[config.mk]
export PLATFORM = sky130hd
export DESIGN_NAME = player_vertical
export DESIGN_NICKNAME = d
export VERILOG_FILES = /design/src/rtl/player_vertical.sv
export SDC_FILE = /design/constraint.sdc
export NUM_CORES = 1
export LEC_CHECK = 0
export CORE_MARGIN = 4
export CORE_UTILIZATION = 45
export CTS_CLUSTER_SIZE = 30
export DETAILED_ROUTE_END_ITERATION = 16
export PLACE_DENSITY = 0.73
export SETUP_SLACK_MARGIN = 0.3
export SYNTH_ARGS = -nofsm -noshare
export SYNTH_HDL_FRONTEND = slang
export SYNTH_SLANG_ARGS = --single-unit
[constraint.sdc]
create_clock -name clk_in -period 6.6 [get_ports clk_in]
set_input_delay 1.32 -clock clk_in [delete_from_list [all_inputs] [get_ports clk_in]]
set_output_delay 1.32 -clock clk_in [all_outputs]
set_load 0.005 [all_outputs]
[src/rtl/player_vertical.sv]
// ---------------------------------------------------------------------------
// player_vertical
//
// Per-frame vertical physics for the runner character. Integrates height and
// velocity once per game frame and owns the ground / air / duck / halt state
// machine. Jump and duck requests can arrive on any cycle. They are remembered
// until the next frame tick so that a press between frames is not lost.
//
// Ports
//   clk_in         system clock
//   rst_in         asynchronous active-low reset
//   frame_tick     one-cycle pulse per game frame; physics advances only here
//   jump_req       jump request pulse (any cycle)
//   duck_req       duck request pulse (any cycle)
//   game_over      level; forces HALT, which is left only through reset
//   gravity        unsigned per-tick velocity decrement
//   duck_limit     unsigned duck duration in ticks (0 behaves as 1)
//   vertical_jump  unsigned takeoff velocity, also the fast-fall speed
//   height         unsigned feet height above ground, subunits
//   velocity       signed vertical velocity, subunits per tick
//   state          0 GROUND, 1 AIR, 2 DUCK, 3 HALT
//   ducking        high iff state is DUCK
//   airborne       high iff state is AIR
// ---------------------------------------------------------------------------
module player_vertical (
    input  logic        clk_in,
    input  logic        rst_in,
    input  logic        frame_tick,
    input  logic        jump_req,
    input  logic        duck_req,
    input  logic        game_over,
    input  logic [3:0]  gravity,
    input  logic [7:0]  duck_limit,
    input  logic [9:0]  vertical_jump,
    output logic [15:0] height,
    output logic [11:0] velocity,
    output logic [1:0]  state,
    output logic        ducking,
    output logic        airborne
);

    typedef enum logic [1:0] {
        GROUND = 2'd0,
        AIR    = 2'd1,
        DUCK   = 2'd2,
        HALT   = 2'd3
    } phase_t;

    phase_t cur_state;
    phase_t next_state;

    logic        jump_pend;
    logic        duck_pend;
    logic        land_duck;
    logic        land_duck_next;
    logic [7:0]  duck_count;
    logic [7:0]  duck_count_next;
    logic [15:0] height_next;
    logic [11:0] velocity_next;
    logic        ducking_next;
    logic        airborne_next;

    logic        jump_eff;
    logic        duck_eff;
    logic        tick_live;
    logic        landed;
    logic        duck_done;
    logic [8:0]  duck_limit_eff;
    logic [15:0] height_air;
    logic [11:0] velocity_air;

    logic signed [17:0] takeoff_vel;
    logic signed [17:0] v_eff;
    logic signed [17:0] h_sum;
    logic signed [17:0] v_dec;

    // A request arriving in the same cycle as the tick counts for that tick,
    // so the live pulse is OR-ed with the remembered one.
    assign jump_eff  = jump_req | jump_pend;
    assign duck_eff  = duck_req | duck_pend;
    assign tick_live = frame_tick & ~game_over;

    // Airborne integration is done at 18 signed bits, so neither the
    // landing test nor the ceiling clip can be fooled by a 16-bit wrap.
    // A duck in the air replaces the current velocity with a fast fall.
    assign takeoff_vel  = $signed({8'd0, vertical_jump});
    assign v_eff        = duck_eff ? -takeoff_vel
                                   : $signed({{6{velocity[11]}}, velocity});
    assign h_sum        = $signed({2'b00, height}) + v_eff;
    assign v_dec        = v_eff - $signed({14'd0, gravity});
    assign landed       = (h_sum <= 18'sd0);
    assign height_air   = (h_sum > 18'sd65535) ? 16'hFFFF : h_sum[15:0];
    assign velocity_air = (v_dec < -18'sd1023) ? 12'hC01 : v_dec[11:0];

    // A zero duck limit still gives one tick of duck.
    assign duck_limit_eff = (duck_limit == 8'd0) ? 9'd1 : {1'b0, duck_limit};
    assign duck_done      = (({1'b0, duck_count} + 9'd1) >= duck_limit_eff);

    assign state = cur_state;

    // State and datapath registers. Reset drops everything back to standing
    // on the ground, whatever the character was doing.
    always_ff @(posedge clk_in or negedge rst_in) begin
        if (!rst_in) begin
            cur_state  <= GROUND;
            height     <= 16'd0;
            velocity   <= 12'd0;
            duck_count <= 8'd0;
            land_duck  <= 1'b0;
            ducking    <= 1'b0;
            airborne   <= 1'b0;
        end else begin
            cur_state  <= next_state;
            height     <= height_next;
            velocity   <= velocity_next;
            duck_count <= duck_count_next;
            land_duck  <= land_duck_next;
            ducking    <= ducking_next;
            airborne   <= airborne_next;
        end
    end

    // Pending requests live only until the next frame tick. They are also
    // dropped whenever the game is (or is becoming) halted.
    always_ff @(posedge clk_in or negedge rst_in) begin
        if (!rst_in) begin
            jump_pend <= 1'b0;
            duck_pend <= 1'b0;
        end else if (frame_tick || game_over || cur_state == HALT) begin
            jump_pend <= 1'b0;
            duck_pend <= 1'b0;
        end else begin
            jump_pend <= jump_pend | jump_req;
            duck_pend <= duck_pend | duck_req;
        end
    end

    // Next-state logic. game_over wins over any tick in the same cycle, and
    // jump wins over duck everywhere except in the air, where jump is ignored.
    always_comb begin
        next_state = cur_state;
        if (game_over) begin
            next_state = HALT;
        end else if (frame_tick) begin
            case (cur_state)
                GROUND: begin
                    if (jump_eff) begin
                        next_state = AIR;
                    end else if (duck_eff) begin
                        next_state = DUCK;
                    end
                end
                AIR: begin
                    if (landed) begin
                        next_state = (land_duck | duck_eff) ? DUCK : GROUND;
                    end
                end
                DUCK: begin
                    if (jump_eff) begin
                        next_state = AIR;
                    end else if (duck_eff) begin
                        next_state = DUCK;
                    end else if (duck_done) begin
                        next_state = GROUND;
                    end
                end
                default: next_state = HALT;
            endcase
        end
    end

    // Datapath and status updates. Everything holds unless a live tick
    // arrives. A fast fall is remembered in land_duck so the landing drops
    // straight into a duck.
    always_comb begin
        height_next     = height;
        velocity_next   = velocity;
        duck_count_next = duck_count;
        land_duck_next  = land_duck;
        if (tick_live) begin
            case (cur_state)
                GROUND: begin
                    if (jump_eff) begin
                        velocity_next = {2'b00, vertical_jump};
                    end else if (duck_eff) begin
                        duck_count_next = 8'd0;
                    end
                end
                AIR: begin
                    if (landed) begin
                        height_next     = 16'd0;
                        velocity_next   = 12'd0;
                        duck_count_next = 8'd0;
                        land_duck_next  = 1'b0;
                    end else begin
                        height_next    = height_air;
                        velocity_next  = velocity_air;
                        land_duck_next = land_duck | duck_eff;
                    end
                end
                DUCK: begin
                    if (jump_eff) begin
                        velocity_next   = {2'b00, vertical_jump};
                        duck_count_next = 8'd0;
                        land_duck_next  = 1'b0;
                    end else if (duck_eff || duck_done) begin
                        duck_count_next = 8'd0;
                    end else begin
                        duck_count_next = duck_count + 8'd1;
                    end
                end
                default: begin
                    height_next = height;
                end
            endcase
        end
        ducking_next  = (next_state == DUCK);
        airborne_next = (next_state == AIR);
    end

endmodule
==> summary.md, run 1 <==
| Metric | Value |
|---|---|
| Core Area | `a little under 10000 sq um` |
| Clock Sinks | `43` |
| Post-synthesis average cell area | `7.749 sq um` |
| CTS root buffer | `clkbuf_8` |
| Async SR Flop Fraction | `1.000` |
| Iteration-0 DRC Markers | `360` |
| Post-synthesis net count | `631` |
| Post-placement cell count | `between 700 and 800` |
| Pins over their slew limit | `0` |
| Post-synth EDFFs | `0` |
| Pwr/cell area | `181.0 nW/um^2` |
| TritonCTS clock tree | `yes` |
| Proportion of layout cells with a drive suffix above 1 | `0.09317` |
| Peak supply drop | `100.4 uV` |
| Critical Path RT | `6.80 ns` |
| Die outline area | `11540 sq um` |
| Starting Density | `0.4593` |
| Slew HR | `0.3178` |
| Antenna cells | `0` |
| Setup repair after global routing missed its margin | `false` |
| Ranking of synthesized cells by area | `dfrtp_1 (24%), ha_1 (7.6%), a21oi_1 (5.9%)` |
| Fin nets | `700` |
| Vias | `4832` |
| Clock Power Share | `0.228` |
| Die Wd | `107.4 um` |
| Crit path DAT | `6.41 ns` |
| Die Span Y | `107.4 um` |
| Worst slew pin tran | `roughly 1 ns` |
| Final Cycle Share | `0.9419` |
| Post-synth top cells | `nor2_1 (56), a21oi_1 (52), nand2_1 (48)` |
| Fin area | `between 5000 and 6000 sq um` |
| Area after DPL | `roughly 5300 sq um` |
| # IOs | `60` |
| Distinct cell type count after synthesis | `75` |
| GR Util All Layers | `0.2533` |
| Sequential power share | `0.323` |
| Setup TNS | `0 ns` |
| Switching Share | `0.3918` |
| Crit path kind | `in2reg` |
| DR vias/cell | `6.219` |
| Status | `finished clean` |
| Count leader, synth | `nor2_1` |
| # DRC | `0` |
| Final WL | `between 10000 and 15000 um` |
| First-pass GRT wire length | `23480 um` |
| CTS buffer count | `5` |
| Final setup fails | `0` |
| Fillers | `891` |
| Hold Violations, Final | `0` |
| Synthesized instance count | `574` |
| Pin count of the biggest net entering global routing | `between 40 and 50` |
| CTS clock-pin slew for the worst setup and hold paths | `0.10 ns` |
| Worst-skew pair later-pin latency | `0.31 ns` |
| MaxCap Viol Count | `0` |
| Ys flop type | `dfrtp_1` |
| Dpl hpwl | `about 11000 um` |
| Comb pwr share | `0.449` |
| Final Util | `0.5615` |
| Synth warn | `0` |
| Rows | `36` |
| Internal power | `0.5986 mW` |
| Leakage power | `approximately 2.4 nW` |
| GRT overflow | `0` |
| WL/cell | `between 15 and 20 um` |
| Initial antenna violation count | `0` |
| Post-cts resize count | `2` |
| Sw Pwr | `0.3855 mW` |
| HP Class | `reg2reg` |
| Hold Slack | `0.5376 ns` |
| Fmax | `160.9 MHz` |
| Mapped Area | `4448 sq um` |
| Routability congestion estimate | `roughly 1` |
| TritonRoute pass-1 iters | `6` |
| Post-synth top area share | `0.2419` |
| Area delta synth->final | `22.25%` |
| Launching element type of the critical path | `input port` |
| # H-tree levels | `2` |
| Clock Skews | `0.01013 ns` |
| Worst setup EP type | `flop` |
| IO buf count | `59` |
| Yosys reg bits | `43` |
| Post-route antenna net violation count | `0` |
| Vias in the first global route | `between 4000 and 5000` |
| Postcts setup bufs | `0` |
| Fin crit period | `6.216 ns` |
| Crit-path max FO | `8` |
| Cts hold-fix bufs | `0` |
| Seq/Total Area, Yosys | `0.2419` |
| Fin cells | `slightly below 800` |
| Largest area contributor in the netlist | `dfrtp_1` |
| Clk buf depth | `2` |
[power groups by stage]
stage                     Sequential (mW)  Clock (mW)  Combinational [mW]
after CTS                           0.318       0.227               0.429
after floorplan                     0.313           0               0.272
after detailed placement            0.323           0               0.426
after global placement              0.322           0               0.422
final                               0.318       0.224               0.442
after global routing                0.322       0.239               0.482
[worst max-delay path, stage by stage]
cell	delay, ns
clkdlybuf4s50_1	0.50
or2_2	0.43
o21ai_0	0.17
a21oi_1	0.10
nor2_2	0.21
ha_1	0.32
a21oi_1	0.17
nand2_1	0.19
xnor3_1	0.45
or4_1	0.57
a2111oi_1	0.32
o211ai_1	0.15
or4_4	0.44
o41a_1	0.51
and3_4	0.22
a221o_1	0.32
[cell type report]
cell class              count  area (sq um)  share of cell area
flip-flops and latches     43          1076              0.1979
inverters                  34         127.6             0.02347
repair buffers             87         795.8              0.1463
well taps                 133         166.4             0.03060
clock inverters             3         46.29            0.008514
clock buffers               5         68.82             0.01266
multi-input cells         472          3157              0.5805
[cell families after synthesis]
kind of cell / Yosys count / synth area share
muxes: 4 / 0.009845
buffers and inverters: 59 / 0.05626
adders and majority gates: 29 / 0.08495
DFF: 43 / 0.2419
xor gates and xnor gates: 38 / 0.08101
AOI/OAI and AO/OA: 183 / 0.2751
and+or+nand+nor: 218 / 0.2509
[path summary, 6_finish.rpt]
kind                                       start  slack [ns]  depth (start not counted)          end
min in group asynchronous                 rst_in        1.18                          1   height[14]
worst max-delay path            vertical_jump[1]        0.38                         16  velocity[2]
max in group asynchronous                 rst_in        4.78                          1    height[9]
worst min register to register        height[10]        0.54                          2   height[10]
worst min-delay path                  height[10]        0.54                          2   height[10]
worst max register to register         duck_pend        1.56                         14  velocity[2]
[routing by layer]
| layer | routed length, um | vias to the layer above | track usage | part of all wire |
|---|---|---|---|---|
| met3 | 1054 | 35 | 0.03539 | 0.072 |
| met1 | 6460 | 2316 | 0.3607 | 0.44 |
| met5 | 0 | - | 0 | 0 |
| met2 | 6694 | 232 | 0.3963 | 0.46 |
| li1 | - | 2249 | - | - |
| met4 | 348 | 0 | 0.08296 | 0.024 |
[layout by cell type (no fill, tap or decap), types with 6 or more instances in the layout]
cell and n:
nand4_1 9, xor2_1 12, dfrtp_1 43, a21o_1 13, a21oi_1 50, xnor2_1 24, inv_1 33, buf_4 28
nand2b_1 6, ha_1 27, nor3_1 14, o21ai_0 36, and2_1 11, clkdlybuf4s50_1 58, a211oi_1 10, nor4_1 6
a31oi_1 8, nand2_1 48, nor2_1 54, and3_1 13, nand3_1 22
[stage by stage]
stage	power (mW)	setup slack [ns]
final	0.9841	0.3837
after global placement	0.7445	0.04772
after CTS	0.9741	0.3616
after floorplan	0.5843	0.7895
after detailed placement	0.7489	-0.007404
after global routing	1.043	0.3237
[sequential cells by signal, indices dropped and copies added, names as in the netlist]
signal	count
jump_pend	1
duck_count	8
state	2
airborne	1
land_duck	1
height	16
ducking	1
duck_pend	1
velocity	12
Note: power is estimated with default switching activity, not from simulation.
==> inputs of run 2 (changes only) <==
--- a/config.mk
+++ b/config.mk
@@ -6,4 +6,5 @@
 export NUM_CORES = 1
 export LEC_CHECK = 0
+export CAP_MARGIN = 20
 export CORE_MARGIN = 4
 export CORE_UTILIZATION = 45
==> constraint.sdc (replaced) <==
create_clock -name clk_in -period 6.9 [get_ports clk_in]
set_input_delay 1.035 -clock clk_in [delete_from_list [all_inputs] [get_ports clk_in]]
set_output_delay 1.035 -clock clk_in [all_outputs]
set_load 0.005 [all_outputs]
==> run 2 against run 1 <==
  * Non-clock buffer count down 15
  * Register-to-register slack improved by 0.11 ns
  * Clock-buffer cell count grew 1
  * Clock power barely moved
  * Wire length is 1.1% higher
  * First-iteration DRC count up 5.8%
  * Combinational power down 7.7%
  * Hold slack worse by 0.024 ns
  * Global-route usage up 0.96 points
  * Via count fell by 3.1%
  * Cell count fell by 1.9%
==> summary.md, run 2 (synthesis gave the netlist of run 1 again) <==
| Metric | Value |
|---|---|
| Status | `finished clean` |
| Max reg flops | `16 (unchanged)` |
| Core Area | `9684 sq um (unchanged)` |
| GRT overflow | `0 (unchanged)` |
| Most frequent cells in the layout | `clkdlybuf4s50_1 (58), nor2_1 (56), a21oi_1 (52)` |
| Vias | `4680 (-3.1%)` |
| Clock Sinks | `43 (unchanged)` |
| Crit path launch | `vertical_jump[8]` |
| Fmax | `161.9 MHz` |
| Most flop-heavy register | `height` |
| Largest stage delay on the critical path | `0.66 ns (+0.09 ns)` |
| MaxCap Viol Count | `0 (unchanged)` |
| Switching Share | `0.3869 (-0.004856)` |
| Comb pwr share | `0.436 (-0.013)` |
| Antenna cells | `0 (unchanged)` |
| Proportion of layout cells with a drive suffix above 1 | `0.06200 (-0.03116)` |
| Internal power | `0.5731 mW (-4.2%)` |
| Dpl hpwl | `11330 um (-0.85%)` |
| Sw Pwr | `0.3617 mW (-6.2%)` |
| Crit path kind | `in2reg` |
| Fin crit period | `6.176 ns` |
| Hold Slack | `0.5138 ns (-0.02386 ns)` |
| # H-tree levels | `2 (unchanged)` |
| CTS root buffer | `clkbuf_8` |
| DR vias/cell | `6.142 (-1.2%)` |
| Clock Power Share | `0.238 (+0.010)` |
| Hold Violations, Final | `0 (unchanged)` |
| GR Util All Layers | `0.2629 (+0.009629)` |
| Slowest CP cell | `or4_1` |
| Setup repair after global routing missed its margin | `false` |
| Clock Skews | `0.01598 ns (+0.005842 ns)` |
| WL/cell | `19.31 um (+3.1%)` |
| Final Cycle Share | `0.8951` |
| Fin nets | `685 (-2.1%)` |
| TritonRoute pass-1 iters | `5 (-1)` |
| HP Class | `reg2reg` |
| Die Wd | `107.4 um (unchanged)` |
| Biggest registers after layout | `height (16), velocity (12), duck_count (8)` |
| Starting Density | `0.4593 (unchanged)` |
| Crit path DAT | `6.34 ns (-0.07 ns)` |
| Leakage power | `2.319 nW (-2.7%)` |
| CTS clock-pin slew for the worst setup and hold paths | `0.08 ns (-0.02 ns)` |
| Place WS | `0.2667 ns (+0.2741 ns)` |
| Launching element type of the critical path | `input port` |
| Setup TNS | `0 ns (unchanged)` |
| Critical Path RT | `7.07 ns (+0.27 ns)` |
| Die Span Y | `107.4 um (unchanged)` |
| Postcts setup bufs | `0 (unchanged)` |
| Post-route antenna net violation count | `0 (unchanged)` |
| Most common cell after layout, fill and taps aside | `clkdlybuf4s50_1` |
| Crit-path max FO | `12 (+4)` |
| Pins over their slew limit | `0 (unchanged)` |
| Final WL | `14720 um (+1.1%)` |
| Pin count of the biggest net entering global routing | `44 (unchanged)` |
| Reg-to-reg startpoint | `duck_pend` |
| Worst hold start | `height[12]` |
| Routability congestion estimate | `0.9414 (-4.2%)` |
| Worst-path cell chain | `clkdlybuf4s50_1, or4_1, nor2_1, a31o_2, inv_2, ha_1, and2_1, o2bb2ai_1, o21a_1, and4_1, a32oi_1, nand3_1, mux2i_1, or4_4, o41a_1, nand2_1, o21ai_0` |
| Final setup fails | `0 (unchanged)` |
| Die outline area | `11540 sq um (unchanged)` |
| Worst slew pin tran | `0.8782 ns (-0.1451 ns)` |
| CTS buffer count | `5 (unchanged)` |
| Initial antenna violation count | `0 (unchanged)` |
| Worst-skew pair later-pin latency | `0.32 ns (about the same)` |
| Worst setup EP type | `flop` |
| Worst R2R Setup Slack | `1.67 ns (+0.11 ns)` |
| Sequential power share | `0.325 (+0.002)` |
| Final setup margin | `0.7240 ns (+0.3403 ns)` |
| Pwr/cell area | `175.8 nW/um^2 (-2.8%)` |
| # IOs | `60 (unchanged)` |
| TritonCTS clock tree | `yes` |
| Area delta synth->final | `19.52%` |
| First-pass GRT wire length | `24340 um (+3.6%)` |
| Peak supply drop | `102.6 uV (+2.3%)` |
| Clk buf depth | `2 (unchanged)` |
| Overall power | `0.9348 mW (-5.0%)` |
| Slew HR | `0.4127 (+0.09490)` |
| Area after DPL | `5167 sq um (-2.3%)` |
| # DRC | `0 (unchanged)` |
| IO buf count | `59 (unchanged)` |
| Iteration-0 DRC Markers | `381 (+5.8%)` |
| Rows | `36 (unchanged)` |
| Vias in the first global route | `4696 (+2.5%)` |
| Fin area | `5316 sq um (-2.2%)` |
-- run 2: changes by cell type in the layout (fill, tap and decap cells not counted), moves of 2 or more --
cell and delta:
nor2_1 +2, a21oi_1 +2, a21oi_2 -2, buf_4 -16
-- run 2: timing repair --
action	in CTS	in global routing
hold buffers	0	0
endpoints found under the setup margin	0	23
resized for setup	0	2
-- run 2: worst paths after layout --
kind                               to  cells after the start
setup / recovery            height[0]                     17
hold / removal             height[12]                      2
setup reg to reg            height[0]                     16
hold reg to reg            height[12]                      2
max in group asynchronous   land_duck                      2
min in group asynchronous  height[10]                      1
-- run 2: layer usage --
layer | GRT usage | wire [um] | up-vias
li1 | - | - | 2238
met1 | 0.3749 | 6576 | 2177
met2 | 0.4164 | 6693 | 233
met3 | 0.03899 | 1140 | 32
met4 | 0.07033 | 306 | 0
met5 | 0 | 0 | -
-- run 2: stage by stage --
stage,utilization,std cells
3_5_place_dp,0.5336,753
6_report,0.5490,762
2_1_floorplan,-,574
3_3_place_gp,0.5336,753
4_1_cts,0.5461,761
5_1_grt,0.5490,762
-- run 2: layout make-up --
cell class                 instances  area, sq um
clock inverter                     2        38.79
clock buffer                       6        82.58
fill                             913         4368
multi-input combinational        472         3129
timing repair buffer              72        695.7
inverter                          34        127.6
tap                              133        166.4
sequential                        43         1076
-- run 2: power groups by stage --
stage | combinational [mW] | clock (mW) | sequential, mW
2_1_floorplan | 0.260 | 0 | 0.299
3_3_place_gp | 0.394 | 0 | 0.308
3_5_place_dp | 0.397 | 0 | 0.309
4_1_cts | 0.400 | 0.226 | 0.304
5_1_grt | 0.448 | 0.236 | 0.309
6_report | 0.408 | 0.223 | 0.304
-- run 2: critical path: cells and delay by family --
family,cells,cell delay [ns]
simple gates,7,2.53
compound gates,6,1.61
buf+inv,2,0.61
fa+ha+maj,1,0.38
mux,1,0.15
